--- src/rtl/ifetch_prefetch_queue_pkg.sv ---
// rtl/ifetch_prefetch_queue_pkg.sv - shared fetch-stage widths, constants and queue entry layout
package ifetch_prefetch_queue_pkg;

    localparam int XLEN = 32;
    localparam logic [XLEN-1:0] RESET_PC = 32'h0000_0000;
    localparam logic [XLEN-1:0] INST_NOP = 32'h0000_0013;

    typedef struct packed {
        logic [XLEN-1:0] inst;
        logic [XLEN-1:0] pc;
    } ifq_entry_t;

    function automatic logic [XLEN-1:0] alignWord(input logic [XLEN-1:0] addr);
        return {addr[XLEN-1:2], 2'b00};
    endfunction

endpackage

--- src/rtl/ifetch_prefetch_queue_fifo.sv ---
// rtl/ifetch_prefetch_queue_fifo.sv - prefetch_fifo: sync FIFO with flush and occupancy
module prefetch_fifo #(
    parameter int WIDTH = 64,
    parameter int DEPTH = 4
) (
    input  logic                     clk,
    input  logic                     rst,
    input  logic                     flush,
    input  logic                     push,
    input  logic [WIDTH-1:0]         wrData,
    input  logic                     pop,
    output logic                     headValid,
    output logic [WIDTH-1:0]         headData,
    output logic [$clog2(DEPTH):0]   occupancy
);

    localparam int AW = $clog2(DEPTH);

    // One extra pointer bit distinguishes full from empty across wrap.
    logic [WIDTH-1:0] mem [DEPTH];
    logic [AW:0]      wrPtr;
    logic [AW:0]      rdPtr;

    always_ff @(posedge clk or posedge rst) begin
        if (rst) begin
            wrPtr <= '0;
            rdPtr <= '0;
        end else if (flush) begin
            wrPtr <= '0;
            rdPtr <= '0;
        end else begin
            if (push) wrPtr <= wrPtr + (AW+1)'(1);
            if (pop)  rdPtr <= rdPtr + (AW+1)'(1);
        end
    end

    always_ff @(posedge clk) begin
        if (push && !flush) mem[wrPtr[AW-1:0]] <= wrData;
    end

    assign occupancy = wrPtr - rdPtr;
    assign headValid = (wrPtr != rdPtr);
    assign headData  = mem[rdPtr[AW-1:0]];

endmodule

--- src/rtl/ifetch_prefetch_queue.sv ---
// rtl/ifetch_prefetch_queue.sv - sequential fetch with ROM tag pipe, credit issue and prefetch queue
module ifetch_prefetch_queue #(
    parameter int XLEN = ifetch_prefetch_queue_pkg::XLEN,
    parameter int DEPTH = 4,
    parameter int ROM_LATENCY = 1,
    parameter logic [XLEN-1:0] RESET_PC = ifetch_prefetch_queue_pkg::RESET_PC
) (
    input  logic                   clk,
    input  logic                   rst,
    input  logic                   i_FetchEn_1,
    input  logic                   i_Redirect_1,
    input  logic [XLEN-1:0]        i_RedirectAddr_32,
    output logic                   o_RomReq_1,
    output logic [XLEN-1:0]        o_RomAddr_32,
    input  logic [XLEN-1:0]        i_RomData_32,
    output logic                   o_InstValid_1,
    input  logic                   i_DecodeReady_1,
    output logic [XLEN-1:0]        o_Inst_32,
    output logic [XLEN-1:0]        o_PC_32,
    output logic [XLEN-1:0]        o_PCPlus4_32,
    output logic [$clog2(DEPTH):0] o_Occupancy
);

    import ifetch_prefetch_queue_pkg::*;

    localparam int OW = $clog2(DEPTH) + 1;
    localparam int CW = OW + 2;

    if (DEPTH < ROM_LATENCY + 2 || (DEPTH & (DEPTH - 1)) != 0) begin : gBadDepth
        $error("DEPTH must be a power of 2 and at least ROM_LATENCY+2");
    end
    if (ROM_LATENCY < 1 || ROM_LATENCY > 2) begin : gBadLatency
        $error("ROM_LATENCY must be 1 or 2");
    end
    if (XLEN != $bits(ifq_entry_t) / 2) begin : gBadXlen
        $error("XLEN must match the queue entry width");
    end

    logic [XLEN-1:0]        fetchPc;
    logic [XLEN-1:0]        redirTarget;
    logic [ROM_LATENCY-1:0] tagValid;
    logic [XLEN-1:0]        tagPc [ROM_LATENCY];
    logic                   headValid;
    logic                   push;
    logic                   pop;
    logic                   romReq;
    logic                   canIssue;
    logic [OW-1:0]          occupancy;
    logic [CW-1:0]          inflight;
    logic [CW-1:0]          used;
    logic [2*XLEN-1:0]      headRaw;
    ifq_entry_t             headEntry;
    ifq_entry_t             wrEntry;

    assign redirTarget = alignWord(i_RedirectAddr_32);

    // A redirect kills the maturing read and hides the head in the same cycle.
    assign push          = tagValid[ROM_LATENCY-1] & ~i_Redirect_1;
    assign o_InstValid_1 = headValid & ~i_Redirect_1;
    assign pop           = o_InstValid_1 & i_DecodeReady_1;

    always_comb begin
        inflight = '0;
        for (int i = 0; i < ROM_LATENCY; i++) begin
            inflight = inflight + CW'(tagValid[i]);
        end
    end

    // Queue slots already spoken for; issuing only below DEPTH means a landing read always fits.
    assign used     = CW'(occupancy) + inflight - CW'(pop);
    assign canIssue = used < CW'(DEPTH);
    assign romReq   = ~rst & i_FetchEn_1 & (i_Redirect_1 | canIssue);

    assign o_RomReq_1   = romReq;
    assign o_RomAddr_32 = i_Redirect_1 ? redirTarget : fetchPc;

    always_ff @(posedge clk or posedge rst) begin
        if (rst) begin
            fetchPc <= RESET_PC;
        end else if (i_Redirect_1) begin
            fetchPc <= romReq ? redirTarget + XLEN'(4) : redirTarget;
        end else if (romReq) begin
            fetchPc <= fetchPc + XLEN'(4);
        end
    end

    always_ff @(posedge clk or posedge rst) begin
        if (rst) begin
            tagValid <= '0;
            for (int i = 0; i < ROM_LATENCY; i++) tagPc[i] <= '0;
        end else begin
            tagValid[0] <= romReq;
            tagPc[0]    <= o_RomAddr_32;
            for (int i = 1; i < ROM_LATENCY; i++) begin
                tagValid[i] <= tagValid[i-1] & ~i_Redirect_1;
                tagPc[i]    <= tagPc[i-1];
            end
        end
    end

    assign wrEntry = {i_RomData_32, tagPc[ROM_LATENCY-1]};

    prefetch_fifo #(
        .WIDTH(2*XLEN),
        .DEPTH(DEPTH)
    ) uFifo (
        .clk       (clk),
        .rst       (rst),
        .flush     (i_Redirect_1),
        .push      (push),
        .wrData    (wrEntry),
        .pop       (pop),
        .headValid (headValid),
        .headData  (headRaw),
        .occupancy (occupancy)
    );

    assign headEntry    = headRaw;
    assign o_Inst_32    = headValid ? headEntry.inst : INST_NOP;
    assign o_PC_32      = headEntry.pc;
    assign o_PCPlus4_32 = headEntry.pc + XLEN'(4);
    assign o_Occupancy  = occupancy;

endmodule

--- config.mk ---
export PLATFORM = sky130hd
export DESIGN_NAME = ifetch_prefetch_queue
export DESIGN_NICKNAME = d
export VERILOG_FILES = /design/src/rtl/ifetch_prefetch_queue_pkg.sv /design/src/rtl/ifetch_prefetch_queue_fifo.sv /design/src/rtl/ifetch_prefetch_queue.sv
export SDC_FILE = /design/constraint.sdc
export NUM_CORES = 1
export LEC_CHECK = 0
export CAP_MARGIN = 40
export CORE_MARGIN = 5
export CORE_UTILIZATION = 48
export DETAILED_ROUTE_END_ITERATION = 6
export PLACE_DENSITY = 0.82
export SLEW_MARGIN = 20
export SYNTH_ARGS = -nofsm -noshare
export SYNTH_HDL_FRONTEND = slang
export SYNTH_SLANG_ARGS = --single-unit
--- constraint.sdc ---
create_clock -name clk -period 15.56 [get_ports clk]
set_clock_uncertainty 0.15 [all_clocks]
set_input_delay 3.112 -clock clk [delete_from_list [all_inputs] [get_ports clk]]
set_output_delay 3.112 -clock clk [all_outputs]
set_load 0.02 [all_outputs]
Yosys cells after proc, flatten, opt, wreduce, memory -nomap -nowiden
Memory sizes are Yosys's and may differ from the RTL's.
Cells that the tools add are included.
Cells by class
  add/sub/neg operators: 8
  mux-type cells: 11
  equality and inequality tests: 1
  bitwise gates (word level): 8
  order comparisons: 1
  reductions and logical operators: 5
Operators by type and width (number)
  $mux 32: 5
  $add 32x3->32 const B: 3
  $mux 3: 4
  $add 3x1->3 const B: 2
  $reduce_bool 2->1: 3
  $and 1x1->1: 5
  $lt 5x3->1 const B: 1
  $sub 4x1->5: 1
  $add 3x1->4: 1
  $ne 3x3->1: 1
  $sub 3x3->3: 1
  $mux 1: 2
  $not 1->1: 2
  $logic_and 1x1->1: 1
  $logic_not 1->1: 1
  $or 1x1->1: 1
Storage, ports and cells
  memory bits (writable): 256
  flip-flop bits (word level): 71
  word-level logic and storage cells: 40
  bits of input ports: 69
  output and inout bits: 133
  memories kept: 1
Memories
  uFifo.mem: depth 4, bits a word 64, rd ports 1, clocked after Yosys merged registers in 0, write ports 1, RTL line ifetch_prefetch_queue_fifo.sv:20  | logic [WIDTH-1:0] mem [DEPTH];

Longest topological paths before layout
  word-level depth: 9
  mapped depth: 19
  mapped depth without buffers: 13

By module
Synthesis repeated with hierarchy kept, for this count alone.
Unflattened totals
  cell total of the unflattened synthesis: 913
  area, all modules: 14287.5 µm²
Modules (own cells, without submodules)
  prefetch_fifo: area each 9684.3 µm², cells each 376, seq. area each 7837.5 µm², times used 1
  ifetch_prefetch_queue: area each 4603.2 µm², cells each 537, seq. area each 1551.5 µm², times used 1

Worst setup path after synthesis
No wires, ideal clock.
  path type: input port to output port
  from: input i_Redirect_1
  to: output o_RomReq_1
  slack: 6.736 ns
  data arrival time: 5.562 ns
  data required time: 12.298 ns
  stages on the path: 12
  path buffers: 2
  cell sequence: clkbuf_1 -> nor2_1 -> and2_1 -> ha_1 -> inv_1 -> ha_1 -> nor3b_1 -> or4b_1 -> buf_2 -> nand3_1 -> nor2_1 -> nor2_1
Between the ends
  cells in the longest elaborated chain, start to end: 7
RTL lines
  start, declared: RTL line ifetch_prefetch_queue.sv:11  | input logic i_Redirect_1,
  $not 1->1: RTL line ifetch_prefetch_queue.sv:59  | assign o_InstValid_1 = headValid & ~i_Redirect_1;
  $and 1x1->1: RTL line ifetch_prefetch_queue.sv:59
  via o_InstValid_1: RTL line ifetch_prefetch_queue.sv:16  | output logic o_InstValid_1,
  $and 1x1->1: RTL line ifetch_prefetch_queue.sv:60  | assign pop = o_InstValid_1 & i_DecodeReady_1;
  $sub 4x1->5: RTL line ifetch_prefetch_queue.sv:70  | assign used = CW'(occupancy) + inflight - CW'(pop);
  $lt 5x3->1: RTL line ifetch_prefetch_queue.sv:71  | assign canIssue = used < CW'(DEPTH);
  $or 1x1->1: RTL line ifetch_prefetch_queue.sv:72  | assign romReq = ~rst & i_FetchEn_1 & (i_Redirect_1 | canIssue);
  $and 1x1->1: RTL line ifetch_prefetch_queue.sv:72
  end, declared: RTL line ifetch_prefetch_queue.sv:13  | output logic o_RomReq_1,
The timed path passes the listed nets, and every way through them passes these cells.

Worst setup path in the final report
  from: input i_DecodeReady_1
  to: output o_RomReq_1
Between the ends
  cells in the longest elaborated chain, start to end: 5
RTL lines
  start, declared: RTL line ifetch_prefetch_queue.sv:17  | input logic i_DecodeReady_1,
  $and 1x1->1: RTL line ifetch_prefetch_queue.sv:60
  $sub 4x1->5: RTL line ifetch_prefetch_queue.sv:70
  $lt 5x3->1: RTL line ifetch_prefetch_queue.sv:71
  $or 1x1->1: RTL line ifetch_prefetch_queue.sv:72
  $and 1x1->1: RTL line ifetch_prefetch_queue.sv:72
Every way passes these cells.

==> flow_summary.json <==
{
  "status": "complete, no violations",
  "clock_latency_ps": 560,
  "worstSetupPathType": "input port to primary output",
  "timing.final.crit_share": 0.613,
  "final_cells": 1533,
  "dieArea_um2": 33000,
  "synth_edf_count": 252,
  "final_cell_mix": "252 x edfxtp_1, 196 x clkdlybuf4s50_1, 66 x dfrtp_1",
  "power_leakage_nw": 5.90,
  "async_reset_ff_frac": 0.213,
  "firstDrtPassIters": 5,
  "crit_fanout": 11,
  "crit_path_end_kind": "primary output",
  "dpl.cell_count": 1471,
  "area_delta_synth_final_pct": 25.1,
  "post_cts_buffers": 0,
  "final_util": 0.613,
  "required_ps": 12300,
  "fin_area_um2": 17700,
  "final.min_clock_period_ps": 9540,
  "fp-row-count": 62,
  "yosysWarnings": 0,
  "htreeDepth": 1,
  "hp-class": "flop to flop",
  "grt_pass1_vias": 8925,
  "critPathLaunchType": "input port",
  "grt_first_pass_wirelength_mm": 50.6,
  "drive_gt1_frac": 0.145,
  "clk_pin_slew_ps": 60,
  "grt_max_degree": 91,
  "numCtsBuffers": 31,
  "final_nets": 1209,
  "synth_top_flop_cell": "edfxtp_1",
  "grt.overflow.total": 0,
  "drt_iter0_markers": 776,
  "start_util": 0.490,
  "max_cap_viol_count": 0,
  "layout_commonest_cell": "edfxtp_1",
  "ir_worst_vdd_mv": 0.0875,
  "path_cells": "clkdlybuf4s50_1 > and2_1 > ha_1 > inv_1 > ha_1 > nor3b_1 > or4b_1 > nand3_1 > nor2_1 > nor2_1 > clkdlybuf4s50_1",
  "numPortBuffers": 197,
  "syn-cell-area_um2": 14100,
  "finalHoldViolCount": 0,
  "cts_tree": "built",
  "cts_resized": 0,
  "cts_hold_buf": 0,
  "wl_per_cell_um": 21.1,
  "cp.arrival_ps": 6270,
  "ys_ff_latch": 320,
  "ctsLongestPathBuffers": 3,
  "ant_nets": 0,
  "antenna_found_initial": 0,
  "vias": 8901,
  "syn-instance-count": 920,
  "placed_cell_area_um2": 16600,
  "dpl.hpwl_mm": 21.8,
  "dieWidth_um": 182,
  "critPathTopFamily": "simple AND/OR/NAND/NOR gates",
  "io_pins": 202,
  "multiInputGateArea_um2": 4550,
  "finalWeightedCongestion": 0.924,
  "fmax_mhz": 105,
  "regArea_um2": 9270,
  "clockRootBuffer": "clkbuf_16",
  "p_per_area_nw_per_um2": 144,
  "die_h_um": 182,
  "slew_headroom": 0.416,
  "slowest_delay_ps": 700,
  "vias_per_cell": 5.81,
  "wl_mm": 32.3,
  "num_antenna_cells": 0,
  "worst-path-buf-inv": 3,
  "setup_tns_ps": 0,
  "drc_errors": 0,
  "fillCellCount": 2148,
  "cts_num_sinks": 320,
  "setup_violations": 0,
  "slew_violations": 0,
  "grtUsageTotal": 0.192,
  "ys_types": 63,
  "synth.avg_cell_area_um2": 15.4,
  "worst_pin_slew_ps": 876,
  "ys_seq_area_frac": 0.656,
  "rsz0062_at_grt": "no",
  "critPathSlowestCell": "or4b_1",
  "fp.coreArea_um2": 28900
}
==> synth_stat cells (all sizes together) (2+ instances only) <==
master    n  area share
a31o      4      0.0025
or4       7      0.0037
nand4b    3      0.0019
a31oi    15      0.0075
nor4     19      0.0093
nand2    60       0.016
and4      9      0.0056
clkbuf   24      0.0064
nand3    32       0.011
mux2i     7      0.0050
nor2b    32       0.014
mux2     15       0.012
o31ai     3      0.0016
dfrtp    68        0.12
a21boi    2      0.0011
buf      26      0.0097
edfxtp  252        0.54
a311o     5      0.0035
or2       4      0.0018
ha       15       0.013
a211o     3      0.0019
xor2     13      0.0081
o21ai    17      0.0060
nor3     24      0.0085
xnor2    48       0.030
nor2     25      0.0066
inv      28      0.0074
a21oi     2     0.00071
a311oi    5      0.0040
nand2b    3      0.0013
and2      7      0.0031
and3     19      0.0084
o31a      6      0.0037
mux4     63        0.10
nand4    29       0.013
o211ai    9      0.0048
==> per-stage QoR <==
step / setup WS (ps) / hold slack (ps) / power, mW
3_5_place_dp: 6040 / 332 / 1.83
6_report: 6020 / 343 / 2.55
5_1_grt: 5870 / 364 / 2.67
4_1_cts: 5990 / 348 / 2.57
2_1_floorplan: 6740 / 305 / 1.49
3_3_place_gp: 6060 / 314 / 1.81
==> cell type report <==
type	instances	share of cell area
repair buffers	219	0.128
flip-flops and latches	320	0.524
clock inverters	14	0.00870
well taps	384	0.0272
inverters	28	0.00594
multi-input cells	524	0.257
clock buffers	44	0.0483
==> report_power, final <==
part	internal [mW]	total [mW]	switching, mW
Combinational	0.363	0.783	0.421
Clock	0.432	0.739	0.307
Sequential	0.986	1.03	0.0444
Total	1.78	2.55	0.772
==> sequential cells by signal, summed over array words and instances (netlist names) <==
signal / flops
tagPc: 31
uFifo.mem: 252
fetchPc: 30
tagValid: 1
uFifo.rdPtr: 3
uFifo.wrPtr: 3
==> kinds of logic (layout without fill, tap and decap cells) <==
logic type                 after synthesis  after routing  share of synthesized area
DFF                                    320            320                      0.656
and+or+nand+nor                        279            279                      0.108
muxes                                   85             85                      0.117
AOI/OAI and AO/OA                       80             80                     0.0428
buffers and inverters                   78            305                     0.0235
xor gates and xnor gates                61             61                     0.0378
adders and majority gates               16             16                     0.0147
other                                    1              3                   0.000265
==> final timing paths <==
| kind | from | cells after the start | slack [ps] | to |
|---|---|---|---|---|
| max | i_DecodeReady_1 | 11 | 6020 | o_RomReq_1 |
| min | tagPc[29] | 0 | 340 | uFifo.mem[0][29] |
| max reg2reg | uFifo.rdPtr[0] | 13 | 10610 | fetchPc[19] |
| min reg2reg | tagPc[29] | 0 | 340 | uFifo.mem[0][29] |
| max in group asynchronous | rst | 4 | 11820 | tagPc[27] |
| min in group asynchronous | rst | 3 | 2910 | fetchPc[13] |
==> routing by layer <==
| metal | share of wire | global-route usage | vias to the layer above |
|---|---|---|---|
| met2 | 0.47 | 0.307 | 407 |
| met3 | 0.087 | 0.0326 | 51 |
| met4 | 0.020 | 0.0462 | 0 |
| met5 | 0 | 0 | - |
| li1 | - | - | 3991 |
| met1 | 0.42 | 0.280 | 4452 |
(Power assumes the default switching activity.)
